## config.mk

```make
export PLATFORM = sky130hd
export DESIGN_NAME = geofence_feeder_flat
export DESIGN_NICKNAME = d
export VERILOG_FILES = /design/src/rtl/geofence_feeder_if.sv /design/src/rtl/geofence_feeder.sv /design/src/flat_wrapper.sv
export SDC_FILE = /design/constraint.sdc
export NUM_CORES = 1
export LEC_CHECK = 0
export BUFFER_PORTS_ARGS = -buffer_cell sky130_fd_sc_hd__buf_2
export CAP_MARGIN = 15
export CORE_MARGIN = 1.5
export CORE_UTILIZATION = 37
export DETAILED_ROUTE_END_ITERATION = 10
export GPL_ROUTABILITY_DRIVEN = 0
export PLACE_DENSITY = 0.71
export SLEW_MARGIN = 20
export SYNTH_ARGS = -nofsm -noshare
export SYNTH_HDL_FRONTEND = slang
export SYNTH_SLANG_ARGS = --single-unit
```

## constraint.sdc

```tcl
create_clock -name clk -period 2.71 [get_ports clk]
set_input_delay 0 -clock clk [delete_from_list [all_inputs] [get_ports clk]]
set_output_delay 0 -clock clk [all_outputs]
set_load 0.02 [all_outputs]
```

## src/rtl/geofence_feeder_if.sv

```systemverilog
// rtl/geofence_feeder_if.sv - point-memory, receiver and result-buffer signals of the geofence feeder
interface geofence_feeder_if #(
  parameter int ADDR_W = 7
) ();
  logic              start;
  logic              mem_rd;
  logic [ADDR_W-1:0] mem_addr;
  logic [9:0]        mem_x;
  logic [9:0]        mem_y;
  logic [9:0]        X;
  logic [9:0]        Y;
  logic              send;
  logic              valid;
  logic              is_inside;
  logic              res_we;
  logic [3:0]        res_addr;
  logic              res_data;
  logic              busy;
  logic              done;
  logic              err;

  modport master (
    input  start, mem_x, mem_y, valid, is_inside,
    output mem_rd, mem_addr, X, Y, send, res_we, res_addr, res_data, busy, done, err
  );

  modport slave (
    output start, mem_x, mem_y, valid, is_inside,
    input  mem_rd, mem_addr, X, Y, send, res_we, res_addr, res_data, busy, done, err
  );
endinterface

```

## src/rtl/geofence_feeder.sv

```systemverilog
// rtl/geofence_feeder.sv - streams 7-point sets from point memory to the geofence receiver and logs results
module geofence_feeder #(
  parameter int NUM_SETS = 4,
  parameter int ADDR_W   = 7,
  parameter int TIMEOUT  = 63
) (
  input  logic             clk,
  input  logic             reset,
  geofence_feeder_if.master bus
);

  typedef enum logic [2:0] {S_IDLE, S_PRIME, S_SEND, S_WAIT, S_DONE} state_t;

  localparam logic [3:0] LAST_SET = 4'(NUM_SETS - 1);
  localparam logic [7:0] TO_LAST  = 8'(TIMEOUT - 1);

  state_t            state_q, state_d;
  logic [3:0]        set_q, set_d;
  logic [2:0]        k_q, k_d;
  logic [ADDR_W-1:0] ptr_q, ptr_d;
  logic [7:0]        cnt_q, cnt_d;
  logic              err_q, err_d;
  logic              res_we_q, res_we_d;
  logic [3:0]        res_addr_q, res_addr_d;
  logic              res_data_q, res_data_d;
  logic              rd;

  always_ff @(posedge clk or negedge reset) begin
    if (!reset) begin
      state_q    <= S_IDLE;
      set_q      <= '0;
      k_q        <= '0;
      ptr_q      <= '0;
      cnt_q      <= '0;
      err_q      <= 1'b0;
      res_we_q   <= 1'b0;
      res_addr_q <= '0;
      res_data_q <= 1'b0;
    end else begin
      state_q    <= state_d;
      set_q      <= set_d;
      k_q        <= k_d;
      ptr_q      <= ptr_d;
      cnt_q      <= cnt_d;
      err_q      <= err_d;
      res_we_q   <= res_we_d;
      res_addr_q <= res_addr_d;
      res_data_q <= res_data_d;
    end
  end

  // ptr_q always holds the address presented on mem_addr when rd is high
  always_comb begin
    state_d    = state_q;
    set_d      = set_q;
    k_d        = k_q;
    ptr_d      = ptr_q;
    cnt_d      = cnt_q;
    err_d      = err_q;
    res_we_d   = 1'b0;
    res_addr_d = res_addr_q;
    res_data_d = res_data_q;
    rd         = 1'b0;

    case (state_q)
      S_IDLE: begin
        if (bus.start) begin
          state_d = S_PRIME;
          set_d   = '0;
          k_d     = '0;
          ptr_d   = '0;
          err_d   = 1'b0;
        end
      end
      S_PRIME: begin
        rd      = 1'b1;
        ptr_d   = ptr_q + ADDR_W'(1);
        k_d     = '0;
        state_d = S_SEND;
      end
      S_SEND: begin
        if (k_q != 3'd6) begin
          rd    = 1'b1;
          ptr_d = ptr_q + ADDR_W'(1);
          k_d   = k_q + 3'd1;
        end else begin
          cnt_d   = '0;
          state_d = S_WAIT;
        end
      end
      S_WAIT: begin
        // Prefetch next set's point 0 so its burst can follow valid with no PRIME
        rd = (set_q != LAST_SET);
        if (bus.valid || (cnt_q == TO_LAST)) begin
          res_we_d   = 1'b1;
          res_addr_d = set_q;
          res_data_d = bus.valid & bus.is_inside;
          if (!bus.valid) begin
            err_d = 1'b1;
          end
          if (set_q == LAST_SET) begin
            state_d = S_DONE;
          end else begin
            set_d   = set_q + 4'd1;
            k_d     = '0;
            ptr_d   = ptr_q + ADDR_W'(1);
            state_d = S_SEND;
          end
        end else begin
          cnt_d = cnt_q + 8'd1;
        end
      end
      S_DONE: begin
        state_d = S_IDLE;
      end
      default: begin
        state_d = S_IDLE;
      end
    endcase
  end

  assign bus.mem_rd   = rd;
  assign bus.mem_addr = rd ? ptr_q : '0;
  assign bus.send     = (state_q == S_SEND);
  assign bus.X        = bus.send ? bus.mem_x : 10'd0;
  assign bus.Y        = bus.send ? bus.mem_y : 10'd0;
  assign bus.busy     = (state_q == S_PRIME) || (state_q == S_SEND) || (state_q == S_WAIT);
  assign bus.done     = (state_q == S_DONE);
  assign bus.err      = err_q;
  assign bus.res_we   = res_we_q;
  assign bus.res_addr = res_addr_q;
  assign bus.res_data = res_data_q;

endmodule

```

## src/flat_wrapper.sv

```systemverilog
// flat-port wrapper written by rule: the top's interface ports become plain ports
module geofence_feeder_flat 
#(
  parameter int NUM_SETS = 4,
  parameter int ADDR_W   = 7,
  parameter int TIMEOUT  = 63
)
  (clk, reset, bus_start, bus_mem_x, bus_mem_y, bus_valid, bus_is_inside, bus_mem_rd, bus_mem_addr, bus_X, bus_Y, bus_send, bus_res_we, bus_res_addr, bus_res_data, bus_busy, bus_done, bus_err);
  geofence_feeder_if #(.ADDR_W(ADDR_W)) bus_i ();
  input  logic clk;
  input  logic reset;
  input wire logic [$bits(bus_i.start)-1:0] bus_start;
  input wire logic [$bits(bus_i.mem_x)-1:0] bus_mem_x;
  input wire logic [$bits(bus_i.mem_y)-1:0] bus_mem_y;
  input wire logic [$bits(bus_i.valid)-1:0] bus_valid;
  input wire logic [$bits(bus_i.is_inside)-1:0] bus_is_inside;
  output wire logic [$bits(bus_i.mem_rd)-1:0] bus_mem_rd;
  output wire logic [$bits(bus_i.mem_addr)-1:0] bus_mem_addr;
  output wire logic [$bits(bus_i.X)-1:0] bus_X;
  output wire logic [$bits(bus_i.Y)-1:0] bus_Y;
  output wire logic [$bits(bus_i.send)-1:0] bus_send;
  output wire logic [$bits(bus_i.res_we)-1:0] bus_res_we;
  output wire logic [$bits(bus_i.res_addr)-1:0] bus_res_addr;
  output wire logic [$bits(bus_i.res_data)-1:0] bus_res_data;
  output wire logic [$bits(bus_i.busy)-1:0] bus_busy;
  output wire logic [$bits(bus_i.done)-1:0] bus_done;
  output wire logic [$bits(bus_i.err)-1:0] bus_err;
  assign bus_i.start = bus_start;
  assign bus_i.mem_x = bus_mem_x;
  assign bus_i.mem_y = bus_mem_y;
  assign bus_i.valid = bus_valid;
  assign bus_i.is_inside = bus_is_inside;
  assign bus_mem_rd = bus_i.mem_rd;
  assign bus_mem_addr = bus_i.mem_addr;
  assign bus_X = bus_i.X;
  assign bus_Y = bus_i.Y;
  assign bus_send = bus_i.send;
  assign bus_res_we = bus_i.res_we;
  assign bus_res_addr = bus_i.res_addr;
  assign bus_res_data = bus_i.res_data;
  assign bus_busy = bus_i.busy;
  assign bus_done = bus_i.done;
  assign bus_err = bus_i.err;
  geofence_feeder #(.NUM_SETS(NUM_SETS), .ADDR_W(ADDR_W), .TIMEOUT(TIMEOUT)) u_core (.clk(clk), .reset(reset), .bus(bus_i));
endmodule
```

==> results of run 1 <==
[metal layers]
| layer | track usage [%] | routed length, µm |
|---|---|---|
| met1 | 19.69 | 1867 |
| met5 | 0 | 0 |
| met2 | 24.22 | 1679 |
| met4 | 7.613 | 100 |
| met3 | 3.292 | 210 |
[synthesized netlist by cell type, drive strengths merged, types with 2 or more instances]
| cell | instances | area [µm²] |
|---|---|---|
| dfrtp | 32 | 800.8 |
| and2 | 32 | 200.2 |
| mux2 | 4 | 45.04 |
| o21ai | 24 | 123.9 |
| and3 | 4 | 26.28 |
| clkbuf | 4 | 15.01 |
| nor2 | 13 | 51.30 |
| nor3b | 2 | 15.01 |
| a21oi | 8 | 40.04 |
| nand3 | 12 | 60.06 |
| nor3 | 2 | 10.01 |
| mux2i | 2 | 20.02 |
| nand2 | 20 | 75.07 |
| o31ai | 2 | 15.01 |
| a21o | 3 | 22.52 |
| inv | 6 | 22.52 |
| a31oi | 5 | 31.28 |
| nand4 | 3 | 18.77 |
| a211oi | 3 | 27.52 |
| buf | 4 | 31.27 |
| ha | 6 | 75.07 |
[cells by family (layout without fill, tap and decap cells)]
group,Yosys count,count (layout),share of synthesized area [%]
simple gates,98,98,28.73
compound gates,47,47,15.91
flops,32,32,43.16
buf+inv,14,82,3.708
fa+ha+maj,6,6,4.046
mux,6,6,3.506
xor+xnor,2,2,0.9442
[final cells by class]
class / instances / area [µm²]
fill: 464 / 2440
multi-input combinational: 159 / 985.9
sequential: 32 / 800.8
timing repair buffer: 68 / 360.3
tap: 67 / 83.83
clock buffer: 6 / 82.58
inverter: 6 / 22.52
clock inverter: 2 / 10.01
[flip-flops by register name, indices dropped and copies added, names as in the netlist]
name,count
u_core.bus.res_we,1
u_core.ptr_q,7
u_core.k_q,3
u_core.set_q,4
u_core.bus.err,1
u_core.bus.res_addr,4
u_core.state_q,3
u_core.bus.res_data,1
u_core.cnt_q,8
[how the worst max path moves through the flow]
stage	from	to	slack [ns]
2_1_floorplan	u_core.cnt_q[0]	u_core.ptr_q[5]	0.83
3_3_place_gp	u_core.cnt_q[0]	u_core.ptr_q[2]	0.60
3_5_place_dp	u_core.cnt_q[0]	u_core.set_q[3]	0.57
4_1_cts	u_core.cnt_q[0]	u_core.set_q[3]	0.55
5_1_grt	u_core.cnt_q[0]	u_core.ptr_q[2]	0.32
6_report	u_core.cnt_q[0]	u_core.set_q[3]	0.55
[power by group]
part	total (µW)	internal [µW]	switching, µW
Clock	371	202	169
Sequential	764	624	140
Combinational	1270	483	785
Total	2400	1310	1090
[what timing repair did]
action	4_1_cts	5_1_grt
hold buffers	2	0
endpoints found under the hold margin	33	0
gates resized for setup	0	0
[critical path: stages (launching register included)]
cell,delay (ns)
dfrtp_1,0.41
inv_1,0.11
ha_1,0.16
or3b_4,0.40
o311ai_4,0.23
buf_4,0.23
nand3_1,0.20
o21ai_0,0.20
o21ai_0,0.10
[per-stage QoR]
stage | setup WS, ns | total power, µW | area [µm²] | hold WS (ns) | std cells
CTS | 0.5514 | 2431 | 2346 | 0.006184 | 340
finish | 0.5517 | 2403 | 2346 | 0.005104 | 340
global route | 0.3175 | 2632 | 2346 | 0.02748 | 340
floorplan | 0.8283 | 1676 | 1856 | -0.2956 | 205
detailed placement | 0.5658 | 2046 | 2233 | 0.08605 | 330
global placement | 0.6004 | 2019 | 2233 | 0.08744 | 330
==> run_results.csv, run 1 <==
group,metric,value,unit
clock_tree,clk_pin_slew,0.06,ns
sta,setup-tns-final,0,ns
min_path,worstHoldStart,"bus_valid",
synth,synth-edff-count,0,
sta,tightest_slew,0.6846,ns
sta,final_max_slew_viol_count,0,
floorplanning,pin_count,63,
clock_tree,cts.sinks,32,
drt,drc,0,
layout,fin_util,49.02,%
sta,timing.slew.headroom,54.36,%
drt,first_pass_iters,4,
clock_tree,cts_root_buf,"clkbuf_8",
power,leakage,0.001192,µW
global_route,antenna_found_initial,0,
clock_tree,cts_tree,"yes",
synth,ys.flop_type,"dfrtp_1",
critical_path,cp.required,2.87,ns
floorplanning,die-area,5449,µm²
global_route,overflow,0,
layout,num_antenna_cells,0,
sta,final.min_clock_period,2.158,ns
global_route,grt_pass1_vias,1513,
drt,vias,1681,
critical_path,startpoint_type,"register",
critical_path,end_kind,"register",
floorplanning,initial_core_util,38.77,%
sta,clock.fmax,463.3,MHz
layout,drive_gt1_share,31.14,%
global_route,grt_max_degree,33,
drt,routed_via_density,4.944,
sta,skew,0.009019,ns
sta,rsz0062_at_grt,"no",
power,peakVddDrop,0.3247,mV
floorplanning,fp-row-count,25,
flow_run,max_cap_violations,0,
placement,dp_hpwl,2.882,mm
critical_path,cp_max_fo,12,
synth,yosys_warnings,0,
clock_tree,cts_made_buffers,5,
synth,synth-seq-cells,32,
critical_path,reg2reg_to,"u_core.set_q[3]",
floorplanning,die_h,73.82,µm
critical_path,cp_data_arrival_time,2.32,ns
critical_path,r2r_cells,8,
synth,netlist_instances,205,
floorplanning,dieWidth,73.82,µm
drt,detail_route.iter0.violations,76,
critical_path,r2r_slack,0.55,ns
min_path,min_path_type,"primary input to register",
layout,finish.net_count,303,
synth,avgSynthCellArea,9.051,µm²
placement,portBuffers,62,
clock_tree,post-cts-setup-buffers,0,
global_route,globalRouteTotalUtil,15.33,%
run_status,status,"complete, no violations",
synth,postSynth.asyncResetShare,100.0,%
synth,synthDistinctLibCells,42,
global_route,grt_pass1_wl,6.486,mm
layout,layout_commonest_cell,"buf_2",
layout,layout_common_cells,"62 x buf_2, 32 x and2_1, 32 x dfrtp_1",
floorplanning,core,4786,µm²
drt,antenna_left,0,
synth,synth-seq-area-share,43.16,%
sta,final_hold_viol_count,0,
critical_path,worstReg2RegStart,"u_core.cnt_q[0]",
critical_path,critPathKind,"register to register",
sta,setup-violations-final,0,
clock_tree,cts-htree-levels,2,
power,p_per_area,1024,nW/µm²
synth,synth_fp_nets,236,
min_path,min_to,"u_core.bus.res_data",
clock_tree,clk_latency,0.29,ns
min_path,hold_path_depth,3,
drt,wl_per_cell,11.34,µm
clock_tree,clockBufferDepth,2,
sta,post-route-period-util,79.64,%
drt,drt-total-wl,3.857,mm
layout,area.growth.synth_to_final,26.43,%
synth,synth_area,1856,µm²
Power figures use the tool's default switching activity.
==> run 2, diff against run 1 <==
==> constraint.sdc (replaced) <==
create_clock -name clk -period 2.1 [get_ports clk]
set_input_delay 0 -clock clk [delete_from_list [all_inputs] [get_ports clk]]
set_output_delay 0 -clock clk [all_outputs]
set_load 0.02 [all_outputs]
==> run 2 against run 1 <==
Wire length is 4.8% higher. Sequential cell count stayed put. Fmax is 5.0% higher. Clock skew is 0.0064 ns lower. First-iteration DRC count is 17% lower. Die area stayed put. Non-clock buffer count is 6 higher. Design area is 4.5% higher. Highest routed layer unchanged.
==> run_results.csv, run 2 (synthesized netlist as in run 1, its figures left out) <==
group,metric,value,unit
global_route,globalRouteTotalUtil,15.40,%
power,swShare,44.33,%
sta,tightest_slew,0.7137,ns
floorplanning,dieWidth,73.82,µm
critical_path,startpoint,"u_core.cnt_q[0]",
min_path,min_path_type,"primary input to register",
sta,post-route-period-util,97.85,%
drt,drc,0,
placement,dp_hpwl,2.925,mm
critical_path,critPathKind,"register to register",
power,p_seq_share,29.6,%
layout,drive_gt1_share,35.13,%
floorplanning,die-area,5449,µm²
layout,fin_util,51.24,%
sta,setup-violations-final,0,
critical_path,crit_path_top_delay_cell,"dfrtp_1",
critical_path,startpoint_type,"register",
sta,rsz0062_at_grt,"yes",
layout,num_antenna_cells,0,
layout,largest_register,"u_core.cnt_q",
layout,layout_commonest_cell,"buf_2",
floorplanning,die_h,73.82,µm
drt,routed_via_density,4.991,
clock_tree,clk_latency,0.28,ns
critical_path,cp_max_fo,6,
floorplanning,pin_count,63,
clock_tree,cts_made_buffers,5,
drt,wl_per_cell,11.68,µm
clock_tree,cts.sinks,32,
power,combPwrFrac,53.2,%
critical_path,cp_data_arrival_time,2.25,ns
drt,vias,1727,
critical_path,r2r_slack,0.05,ns
critical_path,worstReg2RegStart,"u_core.cnt_q[0]",
clock_tree,clockBufferDepth,2,
placement,portBuffers,62,
power,power.total,3358,µW
floorplanning,initial_core_util,38.77,%
clock_tree,cts-htree-levels,2,
power,p_per_area,1369,nW/µm²
layout,top_regs,"u_core.cnt_q: 8 flops, u_core.ptr_q: 7 flops",
global_route,grt_pass1_wl,6.603,mm
drt,detail_route.iter0.violations,63,
critical_path,reg2reg_to,"u_core.ptr_q[6]",
drt,antenna_left,0,
sta,skew,0.002572,ns
power,leakage,0.001238,µW
layout,layout_common_cells,"63 x buf_2, 32 x and2_1, 32 x dfrtp_1",
clock_tree,clk_pin_slew,0.07,ns
critical_path,crit_end,"u_core.ptr_q[6]",
sta,final_hold_viol_count,0,
power,power_switching,1489,µW
global_route,grt_pass1_vias,1504,
power,peakVddDrop,0.4995,mV
flow_run,max_cap_violations,0,
layout,finish.net_count,309,
critical_path,slowest_delay,0.42,ns
critical_path,cp.required,2.29,ns
clock_tree,cts_tree,"yes",
run_status,status,"complete, no violations",
global_route,overflow,0,
critical_path,cp_top_family,"compound AO/OA/AOI/OAI gates",
sta,clock.fmax,486.6,MHz
global_route,antenna_found_initial,0,
drt,drt-total-wl,4.043,mm
power,internal-power,1869,µW
sta,final.min_clock_period,2.055,ns
critical_path,cp.depth,7,
critical_path,crit_chain,"inv_2, ha_4, or3b_4, o311ai_4, buf_4, nand2_1, o31ai_1",
global_route,grt_max_degree,33,
clock_tree,cts_root_buf,"clkbuf_8",
sta,final_max_slew_viol_count,0,
layout,area.growth.synth_to_final,32.16,%
layout,largest_register_ffs,8,
critical_path,end_kind,"register",
floorplanning,fp-row-count,25,
floorplanning,core,4786,µm²
critical_path,critPathBufInv,2,
sta,timing.slew.headroom,52.42,%
drt,first_pass_iters,4,
critical_path,r2r_cells,7,
power,p_clk_share,17.2,%
==> run 2: changes by cell type in the layout (fill, tap and decap cells not counted), moves of 2 or more <==
cell     delta
o21ai_0     -3
nand3_1     -2
o21ai_2     +4
buf_4       +3
nand3_2     +2
==> run 2: metrics by stage <==
stage	setup slack (ns)	hold slack (ns)	area, µm²	TNS (ns)	cells
2_1_floorplan	0.2183	-0.2956	1856	0	205
3_3_place_gp	0.1391	0.08911	2256	0	333
3_5_place_dp	0.08910	0.09590	2256	0	333
4_1_cts	0.06065	0.05524	2394	0	344
5_1_grt	-0.04638	0.07462	2452	-0.1918	346
6_report	0.04512	0.05177	2452	0	346
==> run 2: layout make-up <==
class	instances	area, µm²
Clock buffer	6	72.57
Clock inverter	2	35.03
Fill cell	427	2333
Inverter	6	22.52
Multi-Input combinational cell	159	1028
Sequential cell	32	800.8
Tap cell	67	83.83
Timing Repair Buffer	74	409.1
==> run 2: power groups by stage <==
stage	clock network (µW)	logic (µW)	registers, µW
2_1_floorplan	0	1170	989
3_3_place_gp	0	1670	979
3_5_place_dp	0	1700	988
4_1_cts	590	1710	978
5_1_grt	616	1990	1030
6_report	578	1790	993
==> run 2: worst min-delay path by stage <==
stage / startpoint / endpoint / cells past startpoint
2_1_floorplan: reset / u_core.bus.err / 0
3_3_place_gp: reset / u_core.ptr_q[6] / 1
3_5_place_dp: reset / u_core.ptr_q[6] / 1
4_1_cts: bus_start / u_core.bus.err / 4
5_1_grt: bus_start / u_core.bus.err / 4
6_report: bus_start / u_core.bus.err / 4
==> run 2: timing repair <==
item                                    CTS  global route
resized for setup                         0            14
buffers inserted                          0             1
hold endpoints to repair                 33             0
hold buffers                              3             0
endpoints found under the setup margin    0            16
==> run 2: routing by layer <==
layer,vias to the layer above,global-route usage (%),wire length (µm)
met5,-,0,0
met4,0,4.733,53
met3,7,4.115,250
met2,75,25.03,1898
met1,777,19.93,1840
li1,868,-,-
==> run 2: worst min-delay path: cells and delay by family <==
kind / cells / cell delay [ns]
AO/OA/AOI/OAI: 2 / 0.17
buffers and inverters: 2 / 0.12
==> run 3, diff against run 2 <==
--- a/config.mk
+++ b/config.mk
@@ -10,7 +10,7 @@
 export CORE_MARGIN = 1.5
 export CORE_UTILIZATION = 37
 export DETAILED_ROUTE_END_ITERATION = 10
-export GPL_ROUTABILITY_DRIVEN = 0
+export GPL_ROUTABILITY_DRIVEN = 1
 export PLACE_DENSITY = 0.71
 export SLEW_MARGIN = 20
 export SYNTH_ARGS = -nofsm -noshare
==> constraint.sdc (replaced) <==
create_clock -name clk -period 2.4 [get_ports clk]
set_input_delay 0 -clock clk [delete_from_list [all_inputs] [get_ports clk]]
set_output_delay 0 -clock clk [all_outputs]
set_load 0.02 [all_outputs]
==> run 3 against run 2 <==
Worst hold slack worse by 0.0053 ns. Global-route usage up 0.83 points. Critical path depth unchanged. Highest routed layer unchanged. Clock power down 11%. Design area down 2.5%. Critical path type unchanged. Sequential cell count unchanged.
==> run_results.csv, run 3 (synthesized netlist as in run 1, its figures left out) <==
group,metric,value,unit
power,leakage,0.001213,µW
sta,setup-violations-final,0,
drt,top_layer,"met4",
layout,largest_register,"u_core.cnt_q",
drt,routed_via_density,5.006,
global_route,overflow,0,
sta,rsz0062_at_grt,"no",
clock_tree,cts_made_buffers,5,
clock_tree,cts.sinks,32,
placement,dp_hpwl,2.988,mm
clock_tree,cts-htree-levels,2,
drt,wl_met2,1.862,mm
clock_tree,clk_latency,0.29,ns
floorplanning,die_h,73.82,µm
sta,timing.slew.headroom,52.03,%
drt,first_pass_iters,4,
layout,drive_gt1_share,31.52,%
drt,wl_per_cell,11.80,µm
layout,finish.net_count,306,
layout,area.growth.synth_to_final,28.86,%
run_status,status,"complete, no violations",
floorplanning,initial_core_util,38.77,%
placement,portBuffers,62,
sta,final_max_slew_viol_count,0,
critical_path,end_kind,"register",
drt,drt-met1-wl,1.851,mm
sta,skew,0.007469,ns
drt,dr_wl_met3,259,µm
sta,tightest_slew,0.7195,ns
layout,top_regs,"u_core.cnt_q: 8 flops, u_core.ptr_q: 7 flops",
floorplanning,die-area,5449,µm²
drt,antenna_left,0,
critical_path,startpoint_type,"register",
clock_tree,cts_tree,"yes",
drt,detail_route.iter0.violations,115,
placement,place_congestion,0.8838,
critical_path,startpoint,"u_core.cnt_q[0]",
clock_tree,cts_root_buf,"clkbuf_8",
sta,final_hold_viol_count,0,
drt,drt-total-wl,4.046,mm
min_path,min_path_type,"primary input to register",
power,peakVddDrop,0.3748,mV
clock_tree,clk_pin_slew,0.07,ns
clock_tree,clockBufferDepth,2,
min_path,worstHoldStart,"bus_start",
drt,vias,1717,
critical_path,critPathKind,"register to register",
critical_path,crit_chain,"inv_1, ha_1, or3b_4, o311ai_4, nand3_2, o21ai_0, o21ai_0",
global_route,globalRouteTotalUtil,16.23,%
drt,drc,0,
floorplanning,pin_count,63,
critical_path,crit_top_cell,"o21ai_0",
critical_path,worstReg2RegStart,"u_core.cnt_q[0]",
critical_path,cp_data_arrival_time,2.31,ns
critical_path,slowest_delay,0.40,ns
critical_path,critPathBufInv,1,
sta,final.min_clock_period,2.139,ns
global_route,grt_pass1_vias,1563,
critical_path,crit_path_top_delay_cell,"dfrtp_1",
floorplanning,core,4786,µm²
layout,num_antenna_cells,0,
sta,post-route-period-util,89.12,%
global_route,grt_pass1_wl,6.893,mm
clock_tree,post-cts-setup-buffers,0,
flow_run,max_cap_violations,0,
power,p_per_area,1190,nW/µm²
layout,largest_register_ffs,8,
critical_path,cp_top_family,"simple AND/OR/NAND/NOR gates",
critical_path,cp.required,2.57,ns
layout,layout_common_cells,"62 x buf_2, 32 x and2_1, 32 x dfrtp_1",
sta,hold_slack,0.04647,ns
floorplanning,dieWidth,73.82,µm
floorplanning,fp-row-count,25,
global_route,antenna_found_initial,0,
sta,clock.fmax,467.5,MHz
global_route,grt_max_degree,33,
layout,layout_commonest_cell,"buf_2",
critical_path,cp_max_fo,11,
sta,setup-tns-final,0,ns
## run 3: per-stage QoR
step	instances	instance area (µm²)	setup slack, ns	power (µW)	utilization [%]
6_report	343	2391	0.2611	2844	49.96
3_5_place_dp	332	2248	0.1247	2333	46.98
4_1_cts	343	2386	0.09833	2860	49.86
5_1_grt	343	2391	0.07797	3094	49.96
3_3_place_gp	332	2248	0.2025	2307	46.98
2_1_floorplan	205	1856	0.5183	1893	-
## run 3: layout make-up
type	count	area, µm²
multi-input combinational	159	991.0
tap	67	83.83
inverter	6	22.52
fill	448	2395
clock buffer	6	72.57
clock inverter	2	35.03
sequential	32	800.8
timing repair buffer	71	385.4
## run 3: power by group
group          switching, µW  internal, µW  total (µW)
Sequential               156           704         860
Clock                    204           308         512
Combinational            904           568        1470
Total                   1260          1580        2840
## run 3: path summary, 6_finish.rpt
kind                                  endpoint  depth (start not counted)  slack [ns]
setup / recovery               u_core.ptr_q[2]                          7        0.26
hold / removal                  u_core.bus.err                          4        0.05
setup reg to reg               u_core.ptr_q[2]                          7        0.26
hold reg to reg                u_core.ptr_q[6]                          1        0.50
max in group asynchronous  u_core.bus.res_data                          2        1.63
min in group asynchronous      u_core.ptr_q[5]                          2        0.30
## run 3: what timing repair did
item / in CTS / in global routing
gates resized for setup: 0 / 1
endpoints found under the setup margin: 0 / 2
hold buffers: 3 / 0
hold endpoints to repair: 33 / 0
## run 3: layer usage
layer,track usage (%),up-vias
met5,0,-
met4,6.173,0
met3,3.704,6
met2,27.03,75
met1,20.32,776
li1,-,860
## run 3: worst reg2reg max path, stage by stage (launching register included)
cell,delay [ns]
dfrtp_1,0.40
inv_1,0.10
ha_1,0.16
or3b_4,0.40
o311ai_4,0.34
nand3_2,0.29
o21ai_0,0.23
o21ai_0,0.10
